<file path="src/rtl/cpu_types_pkg.sv">
// Shared CPU-side types: RAM handshake status and the memory arbiter state encoding.
package cpu_types_pkg;

    typedef enum logic [1:0] {
        FREE   = 2'd0,
        BUSY   = 2'd1,
        ACCESS = 2'd2,
        ERROR  = 2'd3
    } ramstate_t;

    typedef enum logic [1:0] {
        IDLE = 2'd0,
        IGNT = 2'd1,
        DGNT = 2'd2
    } arb_state_t;

endpackage

</file>
<file path="src/rtl/mem_arbiter.sv">
// Two-port (instruction/data) arbiter onto a single RAM port; data is favoured
// until STARVE_MAX data grants in a row have completed while an instruction waits.
//
// state | meaning
// IDLE  | no grant; arbitration decision taken on the next edge
// IGNT  | instruction fetch owns the RAM until ACCESS/ERROR/withdrawal
// DGNT  | data read/write owns the RAM until ACCESS/ERROR/withdrawal
module mem_arbiter
    import cpu_types_pkg::*;
#(
    parameter int STARVE_MAX = 4
) (
    input  logic        CLK,
    input  logic        RST,
    input  logic        iREN,
    input  logic [31:0] iaddr,
    input  logic        dREN,
    input  logic        dWEN,
    input  logic [31:0] daddr,
    input  logic [31:0] dstore,
    output logic        iwait,
    output logic        dwait,
    output logic [31:0] iload,
    output logic [31:0] dload,
    output logic        ramREN,
    output logic        ramWEN,
    output logic [31:0] ramaddr,
    output logic [31:0] ramstore,
    input  logic [31:0] ramload,
    input  logic [1:0]  ramstate,
    output logic        err
);

    localparam int CW = $clog2(STARVE_MAX + 1);
    localparam logic [CW-1:0] SCNT_MAX = CW'(STARVE_MAX);

    arb_state_t    state_q, state_d;
    logic [CW-1:0] scnt_q, scnt_d;
    logic          err_q, err_d;
    logic          dreq, ram_access, ram_error;
    ramstate_t     rs;

    assign rs         = ramstate_t'(ramstate);
    assign dreq       = dREN | dWEN;
    assign ram_access = (rs == ACCESS);
    assign ram_error  = (rs == ERROR);

    always_comb begin
        state_d = state_q;
        scnt_d  = scnt_q;
        err_d   = 1'b0;
        case (state_q)
            IDLE: begin
                if (!iREN) scnt_d = '0;
                if (dreq && (!iREN || scnt_q < SCNT_MAX)) state_d = DGNT;
                else if (iREN)                             state_d = IGNT;
            end
            IGNT: begin
                // A withdrawn request ends the grant quietly, even if the RAM flags an error.
                if (!iREN) begin
                    state_d = IDLE;
                end else if (ram_access) begin
                    state_d = IDLE;
                    scnt_d  = '0;
                end else if (ram_error) begin
                    state_d = IDLE;
                    err_d   = 1'b1;
                end
            end
            DGNT: begin
                if (!dreq) begin
                    state_d = IDLE;
                end else if (ram_access) begin
                    state_d = IDLE;
                    if (iREN && scnt_q != SCNT_MAX) scnt_d = scnt_q + CW'(1);
                end else if (ram_error) begin
                    state_d = IDLE;
                    err_d   = 1'b1;
                end
            end
            default: state_d = IDLE;
        endcase
    end

    // RAM enables follow the owning request combinationally so a withdrawal takes effect at once.
    always_comb begin
        ramREN   = 1'b0;
        ramWEN   = 1'b0;
        ramaddr  = '0;
        ramstore = '0;
        case (state_q)
            IGNT: begin
                ramREN  = iREN;
                ramaddr = iaddr;
            end
            DGNT: begin
                ramWEN   = dWEN;
                ramREN   = dREN & ~dWEN;
                ramaddr  = daddr;
                ramstore = dstore;
            end
            default: ;
        endcase
    end

    assign iwait = iREN & ~((state_q == IGNT) & ram_access);
    assign dwait = dreq & ~((state_q == DGNT) & ram_access);
    assign iload = ramload;
    assign dload = ramload;
    assign err   = err_q;

    always_ff @(posedge CLK or posedge RST) begin
        if (RST) begin
            state_q <= IDLE;
            scnt_q  <= '0;
            err_q   <= 1'b0;
        end else begin
            state_q <= state_d;
            scnt_q  <= scnt_d;
            err_q   <= err_d;
        end
    end

endmodule

</file>
<file path="config.mk">
export PLATFORM = sky130hd
export DESIGN_NAME = mem_arbiter
export DESIGN_NICKNAME = d
export VERILOG_FILES = /design/src/rtl/cpu_types_pkg.sv /design/src/rtl/mem_arbiter.sv
export SDC_FILE = /design/constraint.sdc
export NUM_CORES = 1
export LEC_CHECK = 0
export CAP_MARGIN = 40
export CORE_AREA = 2 2 104 106
export DETAILED_ROUTE_END_ITERATION = 10
export DIE_AREA = 0 0 106 108
export GPL_ROUTABILITY_DRIVEN = 0
export MAX_ROUTING_LAYER = met4
export SLEW_MARGIN = 20
export SYNTH_ARGS = -nofsm -noshare
export SYNTH_HDL_FRONTEND = slang
export SYNTH_SLANG_ARGS = --single-unit
</file>
<file path="constraint.sdc">
create_clock -name CLK -period 2.8 [get_ports CLK]
set_input_delay 0.84 -clock CLK [delete_from_list [all_inputs] [get_ports CLK]]
set_output_delay 0.84 -clock CLK [all_outputs]
set_load 0.005 [all_outputs]
</file>
======== Yosys cells after proc, flatten, opt, wreduce, memory -nomap -nowiden ========
Index checks and enable logic that the tools add are counted.
word-level totals
  register bits after elaboration ......... 6
  bits in latches ......................... 0
  memory bits (writable) .................. 0
  ROM bits ................................ 0
  input port bits ......................... 135
  output and inout bits ................... 133
  logic and storage cells ................. 56
  memories ................................ 0
cells by class
  $add $sub $neg .......................... 1
  multipliers ............................. 0
  divide/modulo/power cells ............... 0
  magnitude comparators ................... 1
  equality and inequality tests ........... 12
  shift operators ......................... 0
  mux-type cells .......................... 23
  bitwise gates (word level) .............. 9
  reduce and logical (&&, ||, !) cells .... 7
operator list
  kind                                                                   number
  32-bit case mux with 2 select lines                                    1
  32-bit two-way mux                                                     1
  3-bit two-way mux                                                      6
  2-bit two-way mux                                                      6
  2-bit inequality test, second input constant                           6
  3-bit case mux with 3 select lines                                     1
  7-bit AND reduction                                                    1
  2-bit equality test, second input constant                             3
  3-bit inequality test, second input constant                           2
  2-bit case mux with 3 select lines                                     1
  1-bit AND                                                              5
  1-bit two-way mux                                                      5
  1-bit case mux with 2 select lines                                     2
  3-bit by 1-bit adder with 3-bit output, second input constant          1
  3-bit < comparator, second input constant                              1
  1-bit inverter                                                         3
  3-bit nonzero test                                                     1
  2-bit by 1-bit equality test with 1-bit output, second input constant  1
  1-bit logical AND                                                      2
  2-bit zero test                                                        1
  1-bit zero test                                                        1
  1-bit logical OR                                                       1
  1-bit OR                                                               1

======== Logic depth before layout (Yosys ltp) ========
  depth after elaboration ................. 6
  mapped depth ............................ 7
  depth with buffers taken out ............ 6

======== Worst setup path after synthesis ========
OpenSTA, ideal clock, no wires.
  path type ............................... register to output
  from .................................... register state_q[0]
  to ...................................... output ramREN
  arrival time ............................ 1359 ps
  data required time ...................... 1960 ps
  slack ................................... 601 ps
  stages on the path, launching flop included .. 8
  cell sequence ........................... dfrtp_1 -> inv_1 -> ha_1 -> buf_2 -> clkbuf_1 -> nand2_1 -> o21ai_0 -> and2_1
between the ends
  longest elaborated chain between the ends .. 2
RTL lines
  item                                                                                   line                RTL
  start: declaration                                                                     mem_arbiter.sv:37   arb_state_t state_q, state_d;
  start signal: assignment                                                               mem_arbiter.sv:118  state_q <= state_d;
  2-bit equality test or 2-bit by 1-bit equality test with 1-bit output (tied branches)  mem_arbiter.sv:91   case (state_q)
  1-bit case mux with 2 select lines *                                                   mem_arbiter.sv:91
  end: declaration                                                                       mem_arbiter.sv:25   output logic ramREN,
Every way passes the cells marked *; elsewhere a longest branch is shown, timed or not.

======== Worst setup path after layout ========
  from .................................... input dstore[28]
  to ...................................... output ramstore[28]
between the ends
  longest elaborated chain between the ends .. 1
RTL lines
  item                line               RTL
  start: declaration  mem_arbiter.sv:20  input logic [31:0] dstore,
  32-bit two-way mux  mem_arbiter.sv:91
  end: declaration    mem_arbiter.sv:28  output logic [31:0] ramstore,
Every way passes these cells.

==> run summary <==
Final Hold Slack - 0.5538 ns
asr flop ratio synth - 100.0%
Iteration-0 DRC Markers - 75
via/cell ratio - 3.913
CTS Buf Count - 3
pwr dens - 566.5 nW/um2
clk_lat worst skew - 0.23 ns
total power draw - 1.822 mW
Worst Path Required - 1.96 ns
die height - 108 um
gr usage total - 10.49%
Internal Power - 1.145 mW
Overflow after GRT - 0
io pins - 268
pin count of the biggest net entering global routing - 33
period utilisation layout - 98.73%
fin nets - 479
H-tree Lvls - 1
CTS Sinks - 6
number of synthesized flops with an enable pin - 0
leakage power - 1.399 nW
sequential share of power - 7.3%
Net Sw Frac - 37.19%
maximum buffer depth of the clock tree - 2
CP Capture Type - output pin
MaxCap Viol Count - 0
Antenna Nets Post-Route - 0
Worst-path clk slew - 0.04 ns
Fmax - 361.7 MHz
critical path arrival - 1.92 ns
TritonCTS clock tree - yes
syn nets - 369
drt drc - 0
final setup violation count - 0
Root Driver - clkbuf_8
hpwl dp - 5.206 mm
Yosys cell types - 33
first-pass GRT wire length - 9.466 mm
Critical Path Fanout Max - 1
setup TNS - 0 ns
Hold Crit Class - reg2reg
Routed WL - 6.416 mm
maximum VDD drop - 0.0002784 V
vias in the first global route - 1,792
Die Width - 106 um
core area - 10,230 um2
Starting Density - 16.40%
Sw Pwr - 0.6777 mW
layout cell share with drive strength beyond 1 - 8.036%
Final min period - 2.765 ns
flops & latches, synth - 6
status - finished clean
vias post-DR - 1,847
post-layout util - 31.44%
row cnt - 37
Comb pwr share - 85.4%
most common flop cell mapped by yosys - dfrtp_1
critical path type - in2out
# diodes - 0
die area - 11,450 um2
Pins Over Slew Limit - 0
worst slew pin tran - 0.5419 ns
drt first pass iters - 4
crit path launch type - input port
Slew HR - 63.63%
Wirelength per Cell - 13.59 um
Port Buffers - 171
Layout area overhead - 91.72%
initial antenna violation count - 0
Seq/Total Area, Yosys - 8.949%
clock network power share - 7.3%
Syn Area/Cell - 7.359 um2
RSZ-0062 raised after global routing - no
Synth Instances - 228
number of synthesis warnings - 0
final hold viol count - 0
clock skew - 0.002899 ns
Post-Syn Area - 1678 um2
cells in the mapped netlist, drive strengths merged, types with 2 or more instances:
cell	count	area, um2
buf	66	489.2
and2	34	212.7
nor2b	34	212.7
a22oi	32	240.2
clkbuf	13	48.80
dfrtp	6	150.1
ha	6	75.07
inv	5	18.77
nand2	4	15.01
nor2	4	15.01
a21boi	3	26.27
a22o	2	17.52
nand3	2	15.01
nor3b	2	26.28
or2	2	12.51
logic make-up after synthesis:
| logic type | after synthesis | share of synthesized area, % |
|---|---|---|
| compound gates | 45 | 20.51 |
| buf+inv | 84 | 33.18 |
| simple gates | 85 | 31.47 |
| xor+xnor | 1 | 0.5221 |
| mux | 1 | 0.8946 |
| flops | 6 | 8.948 |
| fa+ha+maj | 6 | 4.474 |
worst max-delay path, cell delays in order:
cell and delay [ns]:
clkdlybuf4s50_1 0.45, and2_1 0.13, clkdlybuf4s50_1 0.50
final cells by class:
class,instances,area [um2]
flip-flops and latches,6,151.4
multi-input cells,138,1003
well taps,136,170.2
clock buffers,3,41.29
repair buffers,184,1832
inverters,5,18.77
fillers,1085,7014
path summary, 6_finish.rpt:
kind | startpoint | endpoint | slack [ns] | depth (start not counted)
setup / recovery | dstore[28] | ramstore[28] | 0.04 | 3
hold / removal | state_q[0] | state_q[0] | 0.55 | 1
setup reg to reg | state_q[1] | scnt_q[2] | 1.00 | 6
hold reg to reg | state_q[0] | state_q[0] | 0.55 | 1
max in group asynchronous | RST | state_q[0] | 1.75 | 2
min in group asynchronous | RST | err | 0.83 | 2
layout by cell type, fill, tap and decap left out, drive strengths merged:
master	count
clkdlybuf4s50	128
dlygate4sd2	38
and2	34
nor2b	34
a22oi	32
buf	13
dfrtp	6
ha	6
dlymetal6s2s	5
inv	5
nand2	4
nor2	4
clkbuf	3
a21boi	3
or2	2
a22o	2
nor3b	2
nand3	2
nand2b	1
o22ai	1
a32o	1
o2bb2ai	1
a311oi	1
and3	1
a211o	1
o21ai	1
a21oi	1
a211oi	1
mux2	1
nand4	1
xnor2	1
per-layer routing:
layer | track usage, % | vias up | share of wire [%]
li1 | - | 916 | -
met5 | - | - | 0
met1 | 11.88 | 838 | 39
met4 | 4.229 | 0 | 2.5
met2 | 18.43 | 70 | 52
met3 | 1.808 | 23 | 7.0
power groups by stage:
stage	combinational, mW	clock (mW)	sequential, mW
final	1.56	0.132	0.134
after global routing	1.70	0.145	0.138
after CTS	1.58	0.137	0.133
after detailed placement	1.63	0	0.131
after global placement	1.63	0	0.129
after floorplan	0.759	0	0.126
metrics by stage:
stage,setup WS [ns],cells,area [um2]
floorplan,0.6006,228,1678
global placement,-0.2454,467,3157
detailed placement,-0.2453,467,3157
CTS,0.0005982,471,3183
global route,0.0007756,472,3217
finish,0.03545,472,3217
registers in the layout, indices dropped and copies added, names as in the netlist:
name	flops
state_q	2
err	1
scnt_q	3
what timing repair did:
item / in CTS / in global routing
hold buffers: 0 / 0
endpoints found under the hold margin: 0 / 0
gates resized for setup: 43 / 10
buffers inserted: 1 / 1
setup endpoints to repair: 50 / 18
pin swaps: 1 / 0
Note: power is estimated with default switching activity, not from simulation.
